File: src/rtl/uop_issue_m1_pkg.sv
// uop_issue_m1_pkg: uop, queue-entry and unit types shared by the issue stage.
package uop_issue_m1_pkg;
    localparam int NUM_UNITS = 5;
    // Queue entries carry indices for the default 16-register file.
    localparam int IDX_W = 4;
    typedef struct packed {
        logic [7:0] opcode;
        logic       call_alu;
        logic       call_mul;
        logic       call_div;
        logic       call_lsu;
        logic       call_brh;
        logic       fence_mode;
        logic       rs1_dependency;
        logic       rs2_dependency;
        logic       regfile_write;
    } uop_t;
    typedef enum logic [2:0] {
        ALU = 3'd0, MUL = 3'd1, DIV = 3'd2, LSU = 3'd3, BRH = 3'd4, FENCE = 3'd5, NOP = 3'd6
    } unit_e;
    typedef struct packed {
        uop_t             uop;
        logic [IDX_W-1:0] rd;
        logic [IDX_W-1:0] rs1;
        logic [IDX_W-1:0] rs2;
    } issue_entry_t;
    function automatic unit_e unit_sel(uop_t u);
        return u.call_alu ? ALU : u.call_mul ? MUL : u.call_div ? DIV :
               u.call_lsu ? LSU : u.call_brh ? BRH : u.fence_mode ? FENCE : NOP;
    endfunction
endpackage

File: src/rtl/uop_issue_m1_if.sv
// uop_issue_m1_if: decode, dispatch and writeback signals of the issue stage.
interface uop_issue_m1_if import uop_issue_m1_pkg::*; #(parameter int REG_W = 4);
    logic                 dec_valid_in;
    logic                 dec_ready_out;
    uop_t                 dec_uop_in;
    logic [REG_W-1:0]     dec_rd_in, dec_rs1_in, dec_rs2_in;
    logic [NUM_UNITS-1:0] iss_valid_out;
    logic [NUM_UNITS-1:0] unit_ready_in;
    uop_t                 iss_uop_out;
    logic [REG_W-1:0]     iss_rd_out, iss_rs1_out, iss_rs2_out;
    logic [1:0]           wb_valid_in;
    logic [2*REG_W-1:0]   wb_rd_in;
    modport master (
        output dec_valid_in, dec_uop_in, dec_rd_in, dec_rs1_in, dec_rs2_in, unit_ready_in, wb_valid_in, wb_rd_in,
        input  dec_ready_out, iss_valid_out, iss_uop_out, iss_rd_out, iss_rs1_out, iss_rs2_out
    );
    modport slave (
        input  dec_valid_in, dec_uop_in, dec_rd_in, dec_rs1_in, dec_rs2_in, unit_ready_in, wb_valid_in, wb_rd_in,
        output dec_ready_out, iss_valid_out, iss_uop_out, iss_rd_out, iss_rs1_out, iss_rs2_out
    );
endinterface

File: src/rtl/uop_issue_m1_sb.sv
// uop_issue_m1_sb: register busy-bit scoreboard with one set port, two clear ports
// and combinational hazard lookup; a set beats a clear of the same register.
module uop_issue_m1_sb #(
    parameter int NREGS    = 16,
    parameter int REG_W    = 4,
    parameter bit ZERO_REG = 1'b1
) (
    input  logic               clk,
    input  logic               rst,
    input  logic               set_en_i,
    input  logic [REG_W-1:0]   set_rd_i,
    input  logic [1:0]         clr_en_i,
    input  logic [2*REG_W-1:0] clr_rd_i,
    input  logic [REG_W-1:0]   rs1_i,
    input  logic [REG_W-1:0]   rs2_i,
    input  logic [REG_W-1:0]   rd_i,
    output logic [NREGS-1:0]   busy_o,
    output logic               rs1_busy_o,
    output logic               rs2_busy_o,
    output logic               rd_busy_o,
    output logic               drained_o
);
    logic [NREGS-1:0] busy_q, busy_d, clr_mask;
    always_comb begin
        clr_mask = '0;
        for (int i = 0; i < 2; i++)
            if (clr_en_i[i]) clr_mask[clr_rd_i[i*REG_W +: REG_W]] = 1'b1;
        busy_d = busy_q & ~clr_mask;
        if (set_en_i && !(ZERO_REG && set_rd_i == '0)) busy_d[set_rd_i] = 1'b1;
    end
    // Writebacks landing this cycle already count as retired for the drain check.
    assign drained_o  = (busy_q & ~clr_mask) == '0;
    assign rs1_busy_o = busy_q[rs1_i];
    assign rs2_busy_o = busy_q[rs2_i];
    assign rd_busy_o  = busy_q[rd_i];
    assign busy_o     = busy_q;
    always_ff @(posedge clk or posedge rst) begin
        if (rst) busy_q <= '0;
        else     busy_q <= busy_d;
    end
endmodule

File: src/rtl/uop_issue_m1.sv
// uop_issue_m1: in-order issue queue that dispatches the head uop one-hot to
// ALU/MUL/DIV/LSU/BRH once its operands are free and the unit is ready.
module uop_issue_m1 import uop_issue_m1_pkg::*; #(
    parameter int DEPTH    = 4,
    parameter int NREGS    = 16,
    parameter int REG_W    = $clog2(NREGS),
    parameter bit ZERO_REG = 1'b1
) (
    input  logic             clk_in,
    input  logic             rst_in,
    input  logic             flush_in,
    input  logic             lsu_idle_in,
    uop_issue_m1_if.slave    bus,
    output logic [NREGS-1:0] busy_out,
    output logic             stall_out
);
    localparam int PW = $clog2(DEPTH);
    issue_entry_t   mem_q [DEPTH];
    issue_entry_t   head, new_entry;
    logic [PW-1:0]  rd_ptr_q, rd_ptr_d, wr_ptr_q, wr_ptr_d;
    logic [PW:0]    count_q, count_d;
    unit_e          unit;
    logic           head_valid, enq, deq, fire;
    logic           rs1_busy, rs2_busy, rd_busy, drained;
    uop_issue_m1_sb #(.NREGS(NREGS), .REG_W(REG_W), .ZERO_REG(ZERO_REG)) u_sb (
        .clk        (clk_in),
        .rst        (rst_in),
        .set_en_i   (fire && head.uop.regfile_write),
        .set_rd_i   (REG_W'(head.rd)),
        .clr_en_i   (bus.wb_valid_in),
        .clr_rd_i   (bus.wb_rd_in),
        .rs1_i      (REG_W'(head.rs1)),
        .rs2_i      (REG_W'(head.rs2)),
        .rd_i       (REG_W'(head.rd)),
        .busy_o     (busy_out),
        .rs1_busy_o (rs1_busy),
        .rs2_busy_o (rs2_busy),
        .rd_busy_o  (rd_busy),
        .drained_o  (drained)
    );
    always_comb begin
        head       = mem_q[rd_ptr_q];
        unit       = unit_sel(head.uop);
        head_valid = count_q != '0;
        fire       = head_valid && !flush_in && unit < FENCE && bus.unit_ready_in[unit] &&
                     !(head.uop.rs1_dependency && rs1_busy) &&
                     !(head.uop.rs2_dependency && rs2_busy) &&
                     !(head.uop.regfile_write && rd_busy);
        // NOPs retire at once; a FENCE waits for every write and LSU access to finish.
        deq        = fire || (head_valid && !flush_in &&
                     (unit == NOP || (unit == FENCE && drained && lsu_idle_in)));
        bus.dec_ready_out = count_q < (PW+1)'(DEPTH);
        enq        = bus.dec_valid_in && bus.dec_ready_out && !flush_in;
        new_entry  = '{uop: bus.dec_uop_in, rd: IDX_W'(bus.dec_rd_in),
                       rs1: IDX_W'(bus.dec_rs1_in), rs2: IDX_W'(bus.dec_rs2_in)};
        count_d    = flush_in ? '0 : count_q + (PW+1)'(enq) - (PW+1)'(deq);
        rd_ptr_d   = flush_in ? '0 : rd_ptr_q + PW'(deq);
        wr_ptr_d   = flush_in ? '0 : wr_ptr_q + PW'(enq);
        bus.iss_valid_out = fire ? (NUM_UNITS'(1) << unit) : '0;
        bus.iss_uop_out   = head.uop;
        bus.iss_rd_out    = REG_W'(head.rd);
        bus.iss_rs1_out   = REG_W'(head.rs1);
        bus.iss_rs2_out   = REG_W'(head.rs2);
        stall_out  = head_valid && !flush_in && !deq;
    end
    always_ff @(posedge clk_in or posedge rst_in) begin
        if (rst_in) begin
            count_q  <= '0;
            rd_ptr_q <= '0;
            wr_ptr_q <= '0;
            for (int i = 0; i < DEPTH; i++) mem_q[i] <= '0;
        end else begin
            count_q  <= count_d;
            rd_ptr_q <= rd_ptr_d;
            wr_ptr_q <= wr_ptr_d;
            if (enq) mem_q[wr_ptr_q] <= new_entry;
        end
    end
endmodule

File: src/flat_wrapper.sv
// flat-port wrapper written by rule: the top's interface ports become plain ports
module uop_issue_m1_flat import uop_issue_m1_pkg::*;
#(
    parameter int DEPTH    = 4,
    parameter int NREGS    = 16,
    parameter int REG_W    = $clog2(NREGS),
    parameter bit ZERO_REG = 1'b1
)
  (clk_in, rst_in, flush_in, lsu_idle_in, busy_out, stall_out, bus_dec_valid_in, bus_dec_uop_in, bus_dec_rd_in, bus_dec_rs1_in, bus_dec_rs2_in, bus_unit_ready_in, bus_wb_valid_in, bus_wb_rd_in, bus_dec_ready_out, bus_iss_valid_out, bus_iss_uop_out, bus_iss_rd_out, bus_iss_rs1_out, bus_iss_rs2_out);
  uop_issue_m1_if #(.REG_W(REG_W)) bus_i ();
  input  logic clk_in;
  input  logic rst_in;
  input  logic flush_in;
  input  logic lsu_idle_in;
  output logic [NREGS-1:0] busy_out;
  output logic stall_out;
  input wire logic [$bits(bus_i.dec_valid_in)-1:0] bus_dec_valid_in;
  input wire logic [$bits(bus_i.dec_uop_in)-1:0] bus_dec_uop_in;
  input wire logic [$bits(bus_i.dec_rd_in)-1:0] bus_dec_rd_in;
  input wire logic [$bits(bus_i.dec_rs1_in)-1:0] bus_dec_rs1_in;
  input wire logic [$bits(bus_i.dec_rs2_in)-1:0] bus_dec_rs2_in;
  input wire logic [$bits(bus_i.unit_ready_in)-1:0] bus_unit_ready_in;
  input wire logic [$bits(bus_i.wb_valid_in)-1:0] bus_wb_valid_in;
  input wire logic [$bits(bus_i.wb_rd_in)-1:0] bus_wb_rd_in;
  output wire logic [$bits(bus_i.dec_ready_out)-1:0] bus_dec_ready_out;
  output wire logic [$bits(bus_i.iss_valid_out)-1:0] bus_iss_valid_out;
  output wire logic [$bits(bus_i.iss_uop_out)-1:0] bus_iss_uop_out;
  output wire logic [$bits(bus_i.iss_rd_out)-1:0] bus_iss_rd_out;
  output wire logic [$bits(bus_i.iss_rs1_out)-1:0] bus_iss_rs1_out;
  output wire logic [$bits(bus_i.iss_rs2_out)-1:0] bus_iss_rs2_out;
  assign bus_i.dec_valid_in = bus_dec_valid_in;
  assign bus_i.dec_uop_in = bus_dec_uop_in;
  assign bus_i.dec_rd_in = bus_dec_rd_in;
  assign bus_i.dec_rs1_in = bus_dec_rs1_in;
  assign bus_i.dec_rs2_in = bus_dec_rs2_in;
  assign bus_i.unit_ready_in = bus_unit_ready_in;
  assign bus_i.wb_valid_in = bus_wb_valid_in;
  assign bus_i.wb_rd_in = bus_wb_rd_in;
  assign bus_dec_ready_out = bus_i.dec_ready_out;
  assign bus_iss_valid_out = bus_i.iss_valid_out;
  assign bus_iss_uop_out = bus_i.iss_uop_out;
  assign bus_iss_rd_out = bus_i.iss_rd_out;
  assign bus_iss_rs1_out = bus_i.iss_rs1_out;
  assign bus_iss_rs2_out = bus_i.iss_rs2_out;
  uop_issue_m1 #(.DEPTH(DEPTH), .NREGS(NREGS), .REG_W(REG_W), .ZERO_REG(ZERO_REG)) u_core (.clk_in(clk_in), .rst_in(rst_in), .flush_in(flush_in), .lsu_idle_in(lsu_idle_in), .bus(bus_i), .busy_out(busy_out), .stall_out(stall_out));
endmodule
File: config.mk
export PLATFORM = sky130hd
export DESIGN_NAME = uop_issue_m1_flat
export DESIGN_NICKNAME = d
export VERILOG_FILES = /design/src/rtl/uop_issue_m1_pkg.sv /design/src/rtl/uop_issue_m1_if.sv /design/src/rtl/uop_issue_m1_sb.sv /design/src/rtl/uop_issue_m1.sv /design/src/flat_wrapper.sv
export SDC_FILE = /design/constraint.sdc
export NUM_CORES = 1
export LEC_CHECK = 0
export ABC_AREA = 1
export BUFFER_PORTS_ARGS = -buffer_cell sky130_fd_sc_hd__buf_2
export CAP_MARGIN = 10
export CORE_ASPECT_RATIO = 0.9
export CORE_MARGIN = 4
export CORE_UTILIZATION = 35
export DETAILED_ROUTE_END_ITERATION = 10
export PLACE_DENSITY = 0.54
export SETUP_SLACK_MARGIN = 0.05
export SKIP_CTS_REPAIR_TIMING = 1
export SKIP_LAST_GASP = 1
export SYNTH_ARGS = -nofsm -noshare
export SYNTH_HDL_FRONTEND = slang
export SYNTH_SLANG_ARGS = --single-unit
export TNS_END_PERCENT = 50
File: constraint.sdc
create_clock -name clk_in -period 6.63 [get_ports clk_in]
set_clock_uncertainty 0.15 [all_clocks]
set_input_delay 1.326 -clock clk_in [delete_from_list [all_inputs] [get_ports clk_in]]
set_output_delay 1.326 -clock clk_in [all_outputs]
set_load 0.005 [all_outputs]
# == Yosys cells after proc, flatten, opt, wreduce, memory -nomap -nowiden ==
# Cells that the tools add are included.
# word_totals
in_bits,49
out_inout_bits,52
wordCells,148
regBits,139
# op_classes
mux,33
eq_ne,2
add_sub_neg,4
shifts,1
magnitude_cmp,14
reduce_logical,32
bitwise_logic,6
# ops
op,n
$bwmux 116,1
$mux 29,3
$bmux 29 s2,1
$demux 29 s2,1
$mux 16,3
$or 16x16->16,2
$lt 4x5->1 const B,5
$logic_and 1x1->1,21
$mux 3,6
$and 16x16->16,1
$logic_not 16->1,1
$not 16->16,1
$bmux 1 s4,3
$demux 1 s4,3
$ge 4x1->1 const B,3
$mux 1,7
$eq 3x3->1 const B,2
$ge 3x3->1 const B,2
$logic_not 1->1,6
$lt 3x3->1 const B,2
$mux 2,3
$not 2->3,2
$mux 5,1
$shl 1x3->5 const A,1
other kinds (9),11

# == Depth between registers and ports, before layout ==
# logic_depth
word_depth,19
ltp_mapped,25
ltp_nobuf,23

# == By module ==
# Synthesis repeated with hierarchy kept, for this count alone.
# unflattened
cells_unflattened,918
hier_area_um2,7181.9
# modules_own_cells
mod,instances,area_per_inst_um2,cells_each
uop_issue_m1,1,5721.7,688
uop_issue_m1_sb,1,1460.2,230

# == Least setup slack after synthesis ==
# Ideal clock, no wire load.
# synth_path
path_type,input port to output port
startpoint,in bus_wb_rd_in[6]
endpoint,out stall_out
path_slack_ns,2.748
path_stages,13
arrival_ns,2.406
path_cell_list,inv_1 nor2_1 inv_1 o211ai_1 nand2_1 nor3_1 nand3_1 nor2_1 nand2_1 nand2_1 nand3_1 nand2_1 nor2_1
# synth_via
elab_chain_cells,16
word_cells_on_any_way,17
classes_between,order compare: 2; mux: 3; bitwise: 3; reduce/logical: 9
# synth_rtl
item,line_no,source
"start, declared",flat_wrapper.sv:24,input wire logic [$bits(bus_i.wb_rd_in)-1:0] bus_wb_rd_in;
$lt 4x5->1 (not written as such) or $ge 4x1->1 (tied branches),uop_issue_m1_sb.sv:27,if (clr_en_i[i]) clr_mask[clr_rd_i[i*REG_W +: REG_W]] = 1'b1;
$logic_and 1x1->1 (not written as such),uop_issue_m1_sb.sv:27,
$mux 1 (not written as such),uop_issue_m1_sb.sv:27,
$demux 1 s4 (*),uop_issue_m1_sb.sv:27,
$or 16x16->16 (no line) (*),-,
$mux 16 (*),uop_issue_m1_sb.sv:27,
$not 16->16 (*),uop_issue_m1_sb.sv:32,assign drained_o = (busy_q & ~clr_mask) == '0;
$and 16x16->16 (*),uop_issue_m1_sb.sv:32,
$logic_not 16->1 (*),uop_issue_m1_sb.sv:32,
$logic_and 1x1->1 (*) (2 in series),uop_issue_m1.sv:51,(unit == NOP || (unit == FENCE && drained && lsu_idle_in)));
$logic_or 1x1->1 (*),uop_issue_m1.sv:51,
$logic_and 1x1->1 (*),uop_issue_m1.sv:50,deq = fire || (head_valid && !flush_in &&
$logic_or 1x1->1 (*),uop_issue_m1.sv:50,
$logic_not 1->1 (*),uop_issue_m1.sv:64,stall_out = head_valid && !flush_in && !deq;
$logic_and 1x1->1 (*),uop_issue_m1.sv:64,
"end, declared",flat_wrapper.sv:16,output logic stall_out;
# Every way passes the cells marked *; elsewhere a longest branch is shown, timed or not.

# == Worst setup path in the final report ==
# layout_path
startpoint,reg u_core.rd_ptr_q[1]
endpoint,out stall_out
# layout_via
elab_chain_cells,19
word_cells_on_any_way,39
classes_between,order compare: 1; eq/ne: 2; mux: 17; bitwise: 1; reduce/logical: 18
# layout_rtl
item,line_no,source
"start, declared",uop_issue_m1.sv:20,"logic [PW-1:0] rd_ptr_q, rd_ptr_d, wr_ptr_q, wr_ptr_d;"
"start signal, assigned",uop_issue_m1.sv:74,rd_ptr_q <= rd_ptr_d;
$not 2->3 (not written as such) (*),uop_issue_m1.sv:42,head = mem_q[rd_ptr_q];
$bmux 29 s2 (*),uop_issue_m1.sv:42,
$mux 29 (not written as such) (*) (2 in series),uop_issue_m1.sv:42,
$mux 2,uop_issue_m1_pkg.sv:29,u.call_lsu ? LSU : u.call_brh ? BRH : u.fence_mode ? FENCE : NOP;
$mux 3 (2 in series),uop_issue_m1_pkg.sv:29,
$mux 3 (3 in series),uop_issue_m1_pkg.sv:28,return u.call_alu ? ALU : u.call_mul ? MUL : u.call_div ? DIV :
$bmux 1 s3 or $lt 3x3->1 (tied branches),uop_issue_m1.sv:45,fire = head_valid && !flush_in && unit < FENCE && bus.unit_ready_in[unit] &&
$mux 1 (not written as such) or $logic_and 1x1->1 (tied branches),uop_issue_m1.sv:45,
$logic_and 1x1->1 (2 in series),uop_issue_m1.sv:45,
$logic_and 1x1->1,uop_issue_m1.sv:46,!(head.uop.rs1_dependency && rs1_busy) &&
$logic_and 1x1->1,uop_issue_m1.sv:47,!(head.uop.rs2_dependency && rs2_busy) &&
$logic_or 1x1->1 (*),uop_issue_m1.sv:50,
$logic_not 1->1 (*),uop_issue_m1.sv:64,
$logic_and 1x1->1 (*),uop_issue_m1.sv:64,
# Every way passes the cells marked *; elsewhere a longest branch is shown, timed or not. The select of a mux whose other input is x is not followed.

==> summary.txt <==
Critical path
  • CP Class: reg2out
  • Nature of the critical path startpoint: flop
  • CP Max Fanout: 31
  • Reg2Reg Depth: 22
  • Worst Setup EP: stall_out
  • CP delay by family, top: simple AND/OR/NAND/NOR gates
  • CP dominant cell by count: nand2_1
  • R2r endpoint: u_core.count_q[2]
  • Critical Path RT: 5.15 ns
  • Worst Path Buf+Inv: 3
  • FF-to-FF setup slack: 2.69 ns
  • CP max-delay cell: inv_2
  • RR Startpoint: u_core.rd_ptr_q[1]
  • Critical path arrival: 3.19 ns
  • CP Capture Type: output pin
  • Crit path largest cell delay: 0.56 ns
  • Worst setup startpoint: u_core.rd_ptr_q[1]
  • WP depth: 17
  • CP cell instances: inv_2 > nand3_2 > nand2_2 > nand2_1 > o21ai_0 > nand2_1 > nand2_1 > nand2_1 > nand2_1 > inv_1 > nand2_2 > nand3_4 > nor2_8 > nand2_4 > nand2_1 > nor2_1 > buf_2

Power and ir drop
  • Pleak: 4.47 nW
  • Pwr dens: 432 mW/mm^2
  • Switching Fraction: 0.415
  • Clock power share: 0.250
  • Comb power frac: 0.414
  • Final Total Pwr: 3.77 mW
  • Sw Pwr: 1.57 mW
  • VDD IR max: 186 uV
  • Reg power frac: 0.336
  • Internal power: 2.21 mW

Floorplanning
  • Initial Utilization: 0.358
  • Full die area: 0.0238 sq mm
  • Die Width: 162 um
  • Rows: 50
  • Core area: 0.0209 sq mm
  • IO Count: 101
  • Die H: 147 um

STA
  • Fin crit share: 0.703
  • WHS: 0.331 ns
  • RSZ-0062 raised after global routing: no
  • Final setup vio count: 0
  • Slew margin rel.: 0.260
  • Slew Limit Fails: 0
  • Final Hold Fails: 0
  • Fmax: 215 MHz
  • Fin crit period: 4.66 ns
  • Worst-margin pin slew: 1.10 ns
  • Setup TNS: 0 ns

GRT
  • Vias in the first global route: 6247
  • Met2 global-route usage: 0.266
  • GR peak layer: met1
  • Largest net degree at the start of global routing: 84
  • Met1 Use GR: 0.276
  • GR met3 Demand/Resource: 0.0392
  • GRT Util Overall: 0.182
  • First-pass GRT wire length: 34300 um
  • Initial antenna violation count: 0
  • GRT Residual Overflow: 0

Layout
  • Antenna diodes: 0
  • Post-route design area: 0.00874 sq mm
  • Share of cells above drive strength 1: 0.167
  • Fillers: 2249
  • Syn-to-layout area delta: 17.0%
  • Nets: 1128

Logic synthesis
  • Ys Warns: 0
  • FFs w/ async S/R, synth: 1.00
  • Syn Nets: 1049
  • Synth Flop Type: dfrtp_1
  • Post-synthesis sequential area ratio: 0.465
  • Seq cells post-synth: 139
  • Post-synthesis cell type count: 38
  • Post-synthesis instance total: 995
  • Post-synth EDFFs: 0
  • Syn Std Cell Area: 0.00747 sq mm
  • Avg Inst Size Synth: 7.51 sq um

Routing
  • ANT nets after route: 0
  • Via density: 4.83
  • Wirelength, routed: 21400 um
  • Drt first pass iters: 5
  • Iter 0 DRT Violations: 652
  • DRC: 0
  • Routed length per instance: 15.6 um
  • DR vias: 6638

Clock tree
  • Clock Latency Late Sink: 0.42 ns
  • CTS tree: built
  • Depth of the CTS H-tree: 4
  • Clock sinks: 139
  • Reg clk slew, reported paths: 0.06 ns
  • Root Buffer: clkbuf_16
  • Num CTS Buffers: 17
  • Clock buffer depth: 2

Placement
  • Post-DP HPWL: 14100 um
  • Port bufs: 100
  • Final RePlAce weighted congestion: 0.942
  • Area after detailed placement: 0.00816 sq mm

Min path
  • Hold Crit Class: reg2reg

Outcome
  • Status: complete, no violations

Run
  • Max Cap Violations: 0
==> final cells by class <==
class,count,area [sq um],share of cell area
flip-flops and latches,139,3480,0.398
repair buffers,107,553,0.0633
well taps,286,358,0.0409
clock buffers,18,439,0.0502
inverters,110,422,0.0482
multi-input cells,699,3340,0.383
clock inverters,14,146,0.0167
==> synth_stat cells (2+ instances only) <==
cell type,n,area (sq um)
inv_2,5,18.8
o211ai_1,2,15.0
buf_6,6,67.6
ha_1,4,50.1
nand3_1,82,410
inv_1,103,387
dfrtp_1,139,3480
o221ai_1,4,35.0
nor3_1,15,75.1
buf_2,9,45.0
nand4_1,17,106
clkbuf_1,22,82.6
nor2_1,77,289
buf_4,3,22.5
buf_1,6,22.5
nand2_4,7,78.8
a21oi_1,5,25.0
o22ai_1,11,68.8
o21ai_0,145,726
nand2_2,9,56.3
nand2_1,298,1120
nand3b_1,4,30.0
nand3_4,3,52.6
nand3_2,5,50.1
==> through the flow <==
| stage | instances | util | setup WS [ns] |
|---|---|---|---|
| after floorplan | 995 | - | 1.43 |
| final | 1373 | 0.418 | 1.97 |
| after global routing | 1373 | 0.418 | 1.65 |
| after CTS | 1373 | 0.418 | 1.92 |
| after global placement | 1341 | 0.390 | 2.19 |
| after detailed placement | 1341 | 0.390 | 2.15 |
==> cell families (layout without fill, tap and decap cells) <==
group | after synthesis | count (layout) | share of synthesized area
AOI/OAI and AO/OA | 173 | 173 | 0.126
DFF | 139 | 139 | 0.465
and+or+nand+nor | 519 | 519 | 0.307
xor gates and xnor gates | 2 | 2 | 0.00234
buffers and inverters | 157 | 249 | 0.0899
adders and majority gates | 5 | 5 | 0.00937
==> flip-flops by register name, indices dropped and copies added (netlist names) <==
name	flops
u_core.count_q	3
u_core.mem_q	116
u_core.rd_ptr_q	2
u_core.u_sb.busy_o	16
u_core.wr_ptr_q	2
==> layer usage <==
layer / up-vias / wire, um
li1: 3370 / -
met5: - / 0
met4: 0 / 257
met3: 18 / 1200
met1: 3073 / 10600
met2: 177 / 9320
==> power by group through the flow <==
stage	clock network (mW)	registers [mW]	logic, mW
after floorplan	0	1.24	1.17
after global placement	0	1.28	1.57
after detailed placement	0	1.28	1.58
after CTS	0.969	1.27	1.58
after global routing	1.00	1.30	1.80
final	0.943	1.27	1.56
==> cell usage in the layout, fill, tap and decap left out, drive strengths merged <==
cell | Yosys | layout
nand4 | 17 | 17
o22ai | 11 | 11
fa | 1 | 1
xor2 | 1 | 1
o21ai | 146 | 146
inv | 109 | 111
nor3 | 15 | 15
buf | 25 | 107
xnor2 | 1 | 1
clkbuf | 22 | 18
nand2 | 314 | 314
a31oi | 1 | 1
dfrtp | 139 | 139
clkinv | 1 | 8
a21oi | 6 | 6
nor2 | 78 | 78
ha | 4 | 4
nand3b | 5 | 5
o221ai | 4 | 4
bufinv | 0 | 2
clkinvlp | 0 | 3
a32oi | 2 | 2
o211ai | 3 | 3
nand3 | 90 | 90
==> tightest hold or removal path, stage by stage (launching register included) <==
cell and delay [ns]:
dfrtp_1 0.34, nand2_1 0.05, o21ai_0 0.06
==> worst min path at each step <==
stage | to | slack, ns | cells after the start | start
4_1_cts | u_core.mem_q[85] | 0.33 | 2 | u_core.mem_q[85]
5_1_grt | u_core.mem_q[86] | 0.35 | 2 | u_core.mem_q[86]
3_5_place_dp | u_core.mem_q[85] | 0.32 | 2 | u_core.mem_q[85]
6_report | u_core.mem_q[51] | 0.33 | 2 | u_core.mem_q[51]
3_3_place_gp | u_core.mem_q[71] | 0.31 | 2 | u_core.mem_q[71]
2_1_floorplan | u_core.mem_q[50] | 0.30 | 2 | u_core.mem_q[50]
Note: power is estimated with default switching activity, not from simulation.
